### src/rtl/quote_engine.sv
// -----------------------------------------------------------------------------
// quote_engine
//   Market-making quote stage. Takes sigma^2 and mid price per update from the
//   volatility stage, keeps a signed per-stock inventory from fill reports, and
//   emits an inventory-skewed, symmetric bid/ask quote with side enables.
//
// Ports
//   i_clk, i_reset                 rising-edge clock, synchronous active-high reset
//   i_data_valid                   sample strobe (no backpressure)
//   i_volatility, i_curr_price     sigma^2 and mid price for i_stock_id
//   i_stock_id                     stock of the sample
//   i_fill_valid, i_fill_side      fill strobe; side 0 = bid filled (+qty), 1 = ask filled (-qty)
//   i_fill_qty, i_fill_stock       unsigned fill quantity and its stock
//   o_quote_valid                  one-cycle pulse marking a new quote
//   o_stock_id, o_bid_price,
//   o_ask_price, o_bid_en, o_ask_en quote contents; held while o_quote_valid = 0
//
// Handshake: every strobe (i_data_valid, i_fill_valid, o_quote_valid) is a
// valid-only pulse. There is no ready; the producer never stalls and the
// consumer must take o_* in the single cycle o_quote_valid is high.
//
// Pipeline: sample registered into S1 at edge N, S2 at N+1, S3 at N+2, outputs
// at N+3. A fill and a sample on the same stock at the same edge: S1 captures
// the pre-fill inventory, the fill lands at that same edge.
// -----------------------------------------------------------------------------
module quote_engine #(
  parameter int DATA_WIDTH       = 32,
  parameter int INV_WIDTH        = 16,
  parameter int NUM_STOCKS       = 4,
  parameter int GAMMA            = 16,
  parameter int GAMMA_FRAC       = 4,
  parameter int BASE_HALF_SPREAD = 2,
  parameter int MAX_INV          = 100
) (
  input  logic                          i_clk,
  input  logic                          i_reset,
  input  logic                          i_data_valid,
  input  logic [DATA_WIDTH-1:0]         i_volatility,
  input  logic [DATA_WIDTH-1:0]         i_curr_price,
  input  logic [$clog2(NUM_STOCKS)-1:0] i_stock_id,
  input  logic                          i_fill_valid,
  input  logic                          i_fill_side,
  input  logic [INV_WIDTH-2:0]          i_fill_qty,
  input  logic [$clog2(NUM_STOCKS)-1:0] i_fill_stock,
  output logic                          o_quote_valid,
  output logic [$clog2(NUM_STOCKS)-1:0] o_stock_id,
  output logic [DATA_WIDTH-1:0]         o_bid_price,
  output logic [DATA_WIDTH-1:0]         o_ask_price,
  output logic                          o_bid_en,
  output logic                          o_ask_en
);

  localparam int SW  = $clog2(NUM_STOCKS);
  localparam int PW  = DATA_WIDTH + 32;              // vol*GAMMA product width
  localparam int SKW = DATA_WIDTH + INV_WIDTH + 1;   // signed skew width
  localparam int WW  = SKW + 2;                      // price arithmetic width

  localparam logic [DATA_WIDTH-1:0]       DMAX   = '1;
  localparam logic signed [INV_WIDTH:0]   INV_HI = (INV_WIDTH+1)'(MAX_INV);
  localparam logic signed [INV_WIDTH:0]   INV_LO = -INV_HI;
  localparam logic signed [INV_WIDTH-1:0] INV_HI_N = INV_WIDTH'(MAX_INV);
  localparam logic signed [INV_WIDTH-1:0] INV_LO_N = -INV_HI_N;

  // ---------------------------------------------------------------------------
  // Inventory
  // ---------------------------------------------------------------------------
  logic signed [INV_WIDTH-1:0] inv_q [NUM_STOCKS];

  logic                      fill_ok;
  logic signed [INV_WIDTH:0] fill_sum;
  logic signed [INV_WIDTH:0] fill_clamped;

  always_comb begin
    fill_ok      = i_fill_valid && (i_fill_qty != '0) && (32'(i_fill_stock) < NUM_STOCKS);
    fill_sum     = '0;
    fill_clamped = '0;
    if (fill_ok) begin
      // One extra bit so inv +/- qty cannot wrap before the clamp.
      if (i_fill_side)
        fill_sum = (INV_WIDTH+1)'(inv_q[i_fill_stock]) - $signed({2'b00, i_fill_qty});
      else
        fill_sum = (INV_WIDTH+1)'(inv_q[i_fill_stock]) + $signed({2'b00, i_fill_qty});
      if (fill_sum > INV_HI)      fill_clamped = INV_HI;
      else if (fill_sum < INV_LO) fill_clamped = INV_LO;
      else                        fill_clamped = fill_sum;
    end
  end

  always_ff @(posedge i_clk) begin
    if (i_reset) begin
      for (int i = 0; i < NUM_STOCKS; i++) inv_q[i] <= '0;
    end else if (fill_ok) begin
      inv_q[i_fill_stock] <= fill_clamped[INV_WIDTH-1:0];
    end
  end

  // ---------------------------------------------------------------------------
  // S1: capture sample, pre-fill inventory, and saturated risk term
  // ---------------------------------------------------------------------------
  logic                        id_ok;
  logic signed [INV_WIDTH-1:0] inv_sel;
  logic [PW-1:0]               risk_prod;
  logic [PW-1:0]               risk_shift;
  logic [DATA_WIDTH-1:0]       risk_c;

  always_comb begin
    id_ok      = 32'(i_stock_id) < NUM_STOCKS;
    inv_sel    = id_ok ? inv_q[i_stock_id] : '0;
    risk_prod  = PW'(i_volatility) * PW'(GAMMA);
    risk_shift = risk_prod >> GAMMA_FRAC;
    risk_c     = (|risk_shift[PW-1:DATA_WIDTH]) ? DMAX : risk_shift[DATA_WIDTH-1:0];
  end

  logic                        s1_valid;
  logic [SW-1:0]               s1_id;
  logic [DATA_WIDTH-1:0]       s1_price;
  logic signed [INV_WIDTH-1:0] s1_inv;
  logic [DATA_WIDTH-1:0]       s1_risk;

  always_ff @(posedge i_clk) begin
    if (i_reset) begin
      s1_valid <= 1'b0;
      s1_id    <= '0;
      s1_price <= '0;
      s1_inv   <= '0;
      s1_risk  <= '0;
    end else begin
      s1_valid <= i_data_valid;
      s1_id    <= i_stock_id;
      s1_price <= i_curr_price;
      s1_inv   <= inv_sel;
      s1_risk  <= risk_c;
    end
  end

  // ---------------------------------------------------------------------------
  // S2: skew = inv * risk, half = risk/2 + base (saturated)
  // ---------------------------------------------------------------------------
  logic signed [SKW-1:0]   skew_c;
  logic [DATA_WIDTH:0]     half_sum;
  logic [DATA_WIDTH-1:0]   half_c;

  always_comb begin
    skew_c   = SKW'(s1_inv) * SKW'($signed({1'b0, s1_risk}));
    half_sum = {1'b0, s1_risk >> 1} + (DATA_WIDTH+1)'(BASE_HALF_SPREAD);
    half_c   = half_sum[DATA_WIDTH] ? DMAX : half_sum[DATA_WIDTH-1:0];
  end

  logic                        s2_valid;
  logic [SW-1:0]               s2_id;
  logic [DATA_WIDTH-1:0]       s2_price;
  logic signed [INV_WIDTH-1:0] s2_inv;
  logic signed [SKW-1:0]       s2_skew;
  logic [DATA_WIDTH-1:0]       s2_half;

  always_ff @(posedge i_clk) begin
    if (i_reset) begin
      s2_valid <= 1'b0;
      s2_id    <= '0;
      s2_price <= '0;
      s2_inv   <= '0;
      s2_skew  <= '0;
      s2_half  <= '0;
    end else begin
      s2_valid <= s1_valid;
      s2_id    <= s1_id;
      s2_price <= s1_price;
      s2_inv   <= s1_inv;
      s2_skew  <= skew_c;
      s2_half  <= half_c;
    end
  end

  // ---------------------------------------------------------------------------
  // S3: reservation price and raw (unclamped) bid/ask
  // ---------------------------------------------------------------------------
  logic signed [WW-1:0] r_c;
  logic signed [WW-1:0] half_w;
  logic signed [WW-1:0] bid_w;
  logic signed [WW-1:0] ask_w;

  always_comb begin
    r_c    = WW'($signed({1'b0, s2_price})) - WW'(s2_skew);
    half_w = WW'($signed({1'b0, s2_half}));
    bid_w  = r_c - half_w;
    ask_w  = r_c + half_w;
  end

  logic                 s3_valid;
  logic [SW-1:0]        s3_id;
  logic signed [WW-1:0] s3_bid;
  logic signed [WW-1:0] s3_ask;
  logic                 s3_bid_en;
  logic                 s3_ask_en;

  always_ff @(posedge i_clk) begin
    if (i_reset) begin
      s3_valid  <= 1'b0;
      s3_id     <= '0;
      s3_bid    <= '0;
      s3_ask    <= '0;
      s3_bid_en <= 1'b0;
      s3_ask_en <= 1'b0;
    end else begin
      s3_valid  <= s2_valid;
      s3_id     <= s2_id;
      s3_bid    <= bid_w;
      s3_ask    <= ask_w;
      s3_bid_en <= s2_inv < INV_HI_N;
      s3_ask_en <= s2_inv > INV_LO_N;
    end
  end

  // ---------------------------------------------------------------------------
  // Output: clamp to [0, 2^DATA_WIDTH-1]; hold between quotes
  // ---------------------------------------------------------------------------
  function automatic logic [DATA_WIDTH-1:0] clamp_price(input logic signed [WW-1:0] v);
    if (v[WW-1])                  return '0;
    else if (|v[WW-2:DATA_WIDTH]) return DMAX;
    else                          return v[DATA_WIDTH-1:0];
  endfunction

  always_ff @(posedge i_clk) begin
    if (i_reset) begin
      o_quote_valid <= 1'b0;
      o_stock_id    <= '0;
      o_bid_price   <= '0;
      o_ask_price   <= '0;
      o_bid_en      <= 1'b0;
      o_ask_en      <= 1'b0;
    end else begin
      o_quote_valid <= s3_valid;
      if (s3_valid) begin
        o_stock_id  <= s3_id;
        o_bid_price <= clamp_price(s3_bid);
        o_ask_price <= clamp_price(s3_ask);
        o_bid_en    <= s3_bid_en;
        o_ask_en    <= s3_ask_en;
      end
    end
  end

endmodule

### config.mk
export PLATFORM = sky130hd
export DESIGN_NAME = quote_engine
export DESIGN_NICKNAME = d
export VERILOG_FILES = /design/src/rtl/quote_engine.sv
export SDC_FILE = /design/constraint.sdc
export NUM_CORES = 2
export LEC_CHECK = 0
export BUFFER_PORTS_ARGS = -buffer_cell sky130_fd_sc_hd__buf_2
export CAP_MARGIN = 20
export CORE_MARGIN = 4
export CORE_UTILIZATION = 35
export DETAILED_ROUTE_END_ITERATION = 10
export GPL_ROUTABILITY_DRIVEN = 0
export PLACE_DENSITY = 0.51
export SLEW_MARGIN = 10
export SYNTH_ARGS = -nofsm -noshare
export SYNTH_HDL_FRONTEND = slang
export SYNTH_SLANG_ARGS = --single-unit
### constraint.sdc
create_clock -name i_clk -period 14.35 [get_ports i_clk]
set_input_delay 1.435 -clock i_clk [delete_from_list [all_inputs] [get_ports i_clk]]
set_output_delay 1.435 -clock i_clk [all_outputs]
set_load 0.02 [all_outputs]
# Word level (Yosys, flattened, before mapping)
# Memory sizes are Yosys's and may differ from the RTL's. A register that Yosys moved wholly into a read port is not among the register bits.
# Cells that the tools add are included.
# word_totals
register_bits	375
mem_bits_rw	64
input_bits	88
out_inout_bits	69
elab_cells	57
mem_count	1
# op_classes
addsub	6
n_mul	1
n_lt_le_gt_ge	4
n_mux	18
n_reduce_logical	5
# mem_list
name	words	width	rd	rd_ports_with_merged_regs	write_ports	line_no	text
inv_q	4	16	2	1	4	67	logic signed [INV_WIDTH-1:0] inv_q [NUM_STOCKS];
# ops
operator	count
32-bit two-way mux	5
16-bit two-way mux	4
50-bit by 33-bit adder with 51-bit output	1
50-bit by 33-bit subtractor with 51-bit output	1
33-bit by 49-bit subtractor with 50-bit output	1
16-bit by 33-bit multiplier with 49-bit output	1
18-bit OR reduction	2
17-bit two-way mux	2
31-bit by 2-bit adder with 32-bit output (second input constant)	1
16-bit by 16-bit adder with 17-bit output	1
17-bit by 8-bit > comparator with 1-bit output (second input constant)	1
17-bit by 8-bit < comparator with 1-bit output (second input constant)	1
16-bit by 16-bit subtractor with 17-bit output	1
16-bit by 8-bit > comparator with 1-bit output (second input constant)	1
16-bit by 8-bit < comparator with 1-bit output (second input constant)	1
16-bit OR reduction	1
15-bit nonzero test	1
1-bit two-way mux	6
2-bit two-way mux	1
1-bit logical AND	1

# Logic depth before layout (Yosys ltp)
# An unclocked memory read counts as a cell.
# depth
ltp_word	9
ltp_mapped	27
depth_no_buf	26

# Least setup slack after synthesis
# Ideal clock, no wire load.
# synth_path
path_type	register to register
start	reg s1_risk[15]
end	reg s2_skew[48]
arrival_time_ns	6.561
required_time_ns	14.222
setup_slack_ns	7.661
path_stages_with_launch	26
n_path_buf	3
synth_period_minus_slack_ns	6.689
path_cell_list	dfxtp_1 -> clkbuf_1 -> clkbuf_1 -> nand2_1 -> fa_1 -> inv_1 -> fa_1 -> fa_1 -> fa_1 -> fa_1 -> inv_1 -> fa_1 -> inv_1 -> ha_1 -> clkbuf_1 -> a21o_1 -> a21oi_1 -> o211ai_1 -> or2_2 -> o21ai_0 -> o211ai_1 -> a21oi_1 -> o31ai_1 -> a311o_1 -> a21oi_1 -> nor3b_1
# synth_via
elab_chain_cells	1
# synth_rtl
item	line_no	text
from (decl)	118	logic [DATA_WIDTH-1:0] s1_risk;
from (signal assigned)	132	s1_risk <= risk_c;
16-bit by 33-bit multiplier with 49-bit output	144	skew_c = SKW'(s1_inv) * SKW'($signed({1'b0, s1_risk}));
to (signal assigned)	169	s2_skew <= skew_c;
to (decl)	153	logic signed [SKW-1:0] s2_skew;
# No other way between the ends.
# A chain may end at the register's enable or synchronous reset.

# Worst setup path after layout
# layout_path
start	reg s1_inv[15], read port of inv_q
end	reg s2_skew[46]
# layout_via
elab_chain_cells	1
# layout_rtl
item	line_no	text
from (decl)	117	logic signed [INV_WIDTH-1:0] s1_inv;
16-bit by 33-bit multiplier with 49-bit output	144	
# No other way between the ends.

==> impl_results.md <==
* Status: finished, final reports clean
* XOR/XNOR Fraction of Synth Area at 0.0484
* Yosys reg bits at 454
* Vias in the first global route at 30178
* Drt pass-1 iters at 5
* Commonest cells after routing, fill and taps aside: inv_1, nor2_1, fa_1
* Final hold slack at 436 ps
* Max IR drop VDD at 0.0906 mV
* Fin. Hold Viols at 0
* EDFF count, synth at 64
* Yosys warns at 0
* Clock Power Share at 0.250
* Period utilization at 0.538
* Crit-path max FO at 23
* Detailed Route WL at 106 mm
* Cell chain of the critical path: inv_1, nor2_1, fa_1, fa_1, fa_1, fa_1, fa_1, inv_1, fa_1, inv_1, ha_1, a21o_1, a21oi_1, o211ai_1, or2_2, o21ai_0, o211ai_1, a21oi_1, o21ai_0, a311oi_1, xor2_1, nor2_1
* Initial antenna violation count at 8
* Die W at 342 um
* Max Buffers Root-to-Sink at 3
* PortBufs at 156
* Largest net degree at the start of global routing at 85
* # setup viols final at 0
* Overall fraction of global-route tracks in use at 0.183
* Seq pwr share at 0.269
* Crit path largest cell delay at 620 ps
* Internal power at 3.42 mW
* Clock root cell: clkbuf_16
* Clock sink count at 454
* Mean Syn Cell Area at 8.83 sq um
* Seq/Total Area, Yosys at 0.249
* Max-slew violation count at 0
* Async SR Flop Fraction at 0
* Max_cap viols at 0
* Die H at 342 um
* Gates resized, CTS repair at 0
* Drt drc at 0
* Most common cell after layout, fill and taps aside: inv_1
* Post-Syn Area at 0.0391 sq mm
* Adder-Cell Fraction of Synth Area at 0.302
* Max Clock Freq at 130 MHz
* Worst Tran Pin Value at 1060 ps
* Critical path class: reg2reg
* P&R area growth vs syn at 10.2%
* First-pass GRT wire length at 171 mm
* Mux cell area share after synthesis at 0.0390
* Post-synthesis compound-gate area fraction at 0.0837
* Max_slew headroom at 0.280
* Top Ports at 157
* # hold bufs at CTS at 0
* Synth area leaders: fa_1, dfxtp_1, ha_1, inv_1, nor2_1
* Switching share of power at 0.413
* Syn_nets at 5209
* Layout cells sized above 1 at 0.0793
* Comb pwr share at 0.481
* Most common cell on crit path: fa_1
* Req. time, crit path at 14840 ps
* Total grt overflow at 0
* Detailed-route via count at 29094
* Netlist cell types at 92
* Syn Inst Count at 4431
* Synth Flop Type: dfxtp_1
* Nets@finish at 5225
* Data arrival time of the worst path at 8210 ps
* Slowest CP cell: dfxtp_1
* Starting Density at 0.353
* Hold/Removal Path Class: reg2reg
* Setup WS post-layout at 6630 ps
* Post-route minimum period at 7720 ps
* Dpl cell area at 0.0412 sq mm
* Core Util, Final at 0.389
* Worst skew pair latency at 630 ps
* Post-synthesis simple-gate area fraction at 0.196
* Sw Pwr at 2.41 mW
* Via density at 4.86
* Worst Clk Skew at 41.4 ps
* Final Instance Area at 0.0431 sq mm
* H-tree Lvls at 2
* Core area at 0.111 sq mm
* Largest family of logic cells by synthesized area: adder cells
* Leak at 19.3 nW
* CP Launch Type: flip-flop
* Endpoint class of the critical path: flip-flop
* Synth area leader: fa_1
* FP Rows at 122
* Final setup TNS at 0 ps
* CTS tree: yes
* Synth top area share at 0.216
* DRT iter0 DRCs at 1659
* Pre-CTS WS at 6660 ps
* TritonCTS buffer count at 53
* Clock transition at path regs at 70 ps
* Die area at 0.117 sq mm
* Final ANT Viol Nets at 0
* Routed len/inst at 17.8 um
* Final HPWL DP at 79.1 mm
* RSZ-0062 raised after global routing: no
* Postcts setup bufs at 0
* P per Cell Area at 135 mW/mm^2
[stage by stage]
stage | std cells | total power, mW
6_report | 5985 | 5.83
3_3_place_gp | 5879 | 4.38
2_1_floorplan | 4431 | 3.70
5_1_grt | 5980 | 6.30
3_5_place_dp | 5880 | 4.39
4_1_cts | 5979 | 5.88
[cell families after synthesis]
group,count (synthesis)
mux,112
buf+inv,855
fa+ha+maj,690
compound gates,515
flops,454
xor+xnor,216
simple gates,1589
[power by group through the flow]
stage | combinational [mW] | clock (mW) | sequential, mW
2_1_floorplan | 2.14 | 0 | 1.56
3_3_place_gp | 2.79 | 0 | 1.59
3_5_place_dp | 2.79 | 0 | 1.60
4_1_cts | 2.81 | 1.50 | 1.57
5_1_grt | 3.16 | 1.55 | 1.59
6_report | 2.81 | 1.46 | 1.57
[worst paths after layout]
check             slack, ps  cells after the start               startpoint                       to
setup / recovery       6630                     22    s1_inv[15]$_SDFF_PP0_   s2_skew[46]$_SDFF_PP0_
hold / removal          440                      1  s1_price[31]$_SDFF_PP0_  s2_price[31]$_SDFF_PP0_
setup reg to reg       6630                     22    s1_inv[15]$_SDFF_PP0_   s2_skew[46]$_SDFF_PP0_
hold reg to reg         440                      1  s1_price[31]$_SDFF_PP0_  s2_price[31]$_SDFF_PP0_
[registers in the layout, summed over array words and instances (netlist names), 2 cells and up]
signal       count
s3_ask          50
s1_id            2
s3_id            2
inv_q           64
s2_inv          16
s3_bid          51
s2_id            2
o_ask_price     32
o_stock_id       2
s2_skew         49
s2_price        32
s2_half         32
o_bid_price     32
s1_risk         32
s1_inv          16
s1_price        32
[area by class of cell]
class                   instances  area, sq um
diodes                          6         15.0
clock buffers                  70         1460
clock inverters                29          420
fillers                     11306        67700
inverters                     613         2300
multi-input cells            3122        26200
flip-flops and latches        454         9740
well taps                    1488         1860
repair buffers                203         1140
[worst max-delay path, delay by kind of cell (launching register included)]
| family | cells | cell delay, ps |
|---|---|---|
| AOI/OAI and AO/OA | 8 | 1960 |
| xor gates and xnor gates | 1 | 180 |
| adders and majority gates | 7 | 3470 |
| buffers and inverters | 3 | 700 |
| DFF | 1 | 620 |
| and+or+nand+nor | 3 | 620 |
[layer usage]
metal | track usage | up-vias | wire length (um)
met1 | 0.254 | 14255 | 50200
li1 | - | 14107 | -
met3 | 0.0218 | 128 | 4600
met5 | 0 | - | 13
met2 | 0.305 | 602 | 49300
met4 | 0.0412 | 2 | 2350
[synthesized netlist by cell type (91+ instances only)]
| cell | instances |
|---|---|
| nor2b_1 | 164 |
| nand2_1 | 370 |
| xnor2_1 | 138 |
| and2_1 | 229 |
| fa_1 | 422 |
| nor2_1 | 531 |
| dfxtp_1 | 390 |
| a21oi_1 | 180 |
| ha_1 | 268 |
| o21ai_0 | 91 |
| inv_1 | 613 |
| clkbuf_1 | 210 |
Power figures use the tool's default switching activity.
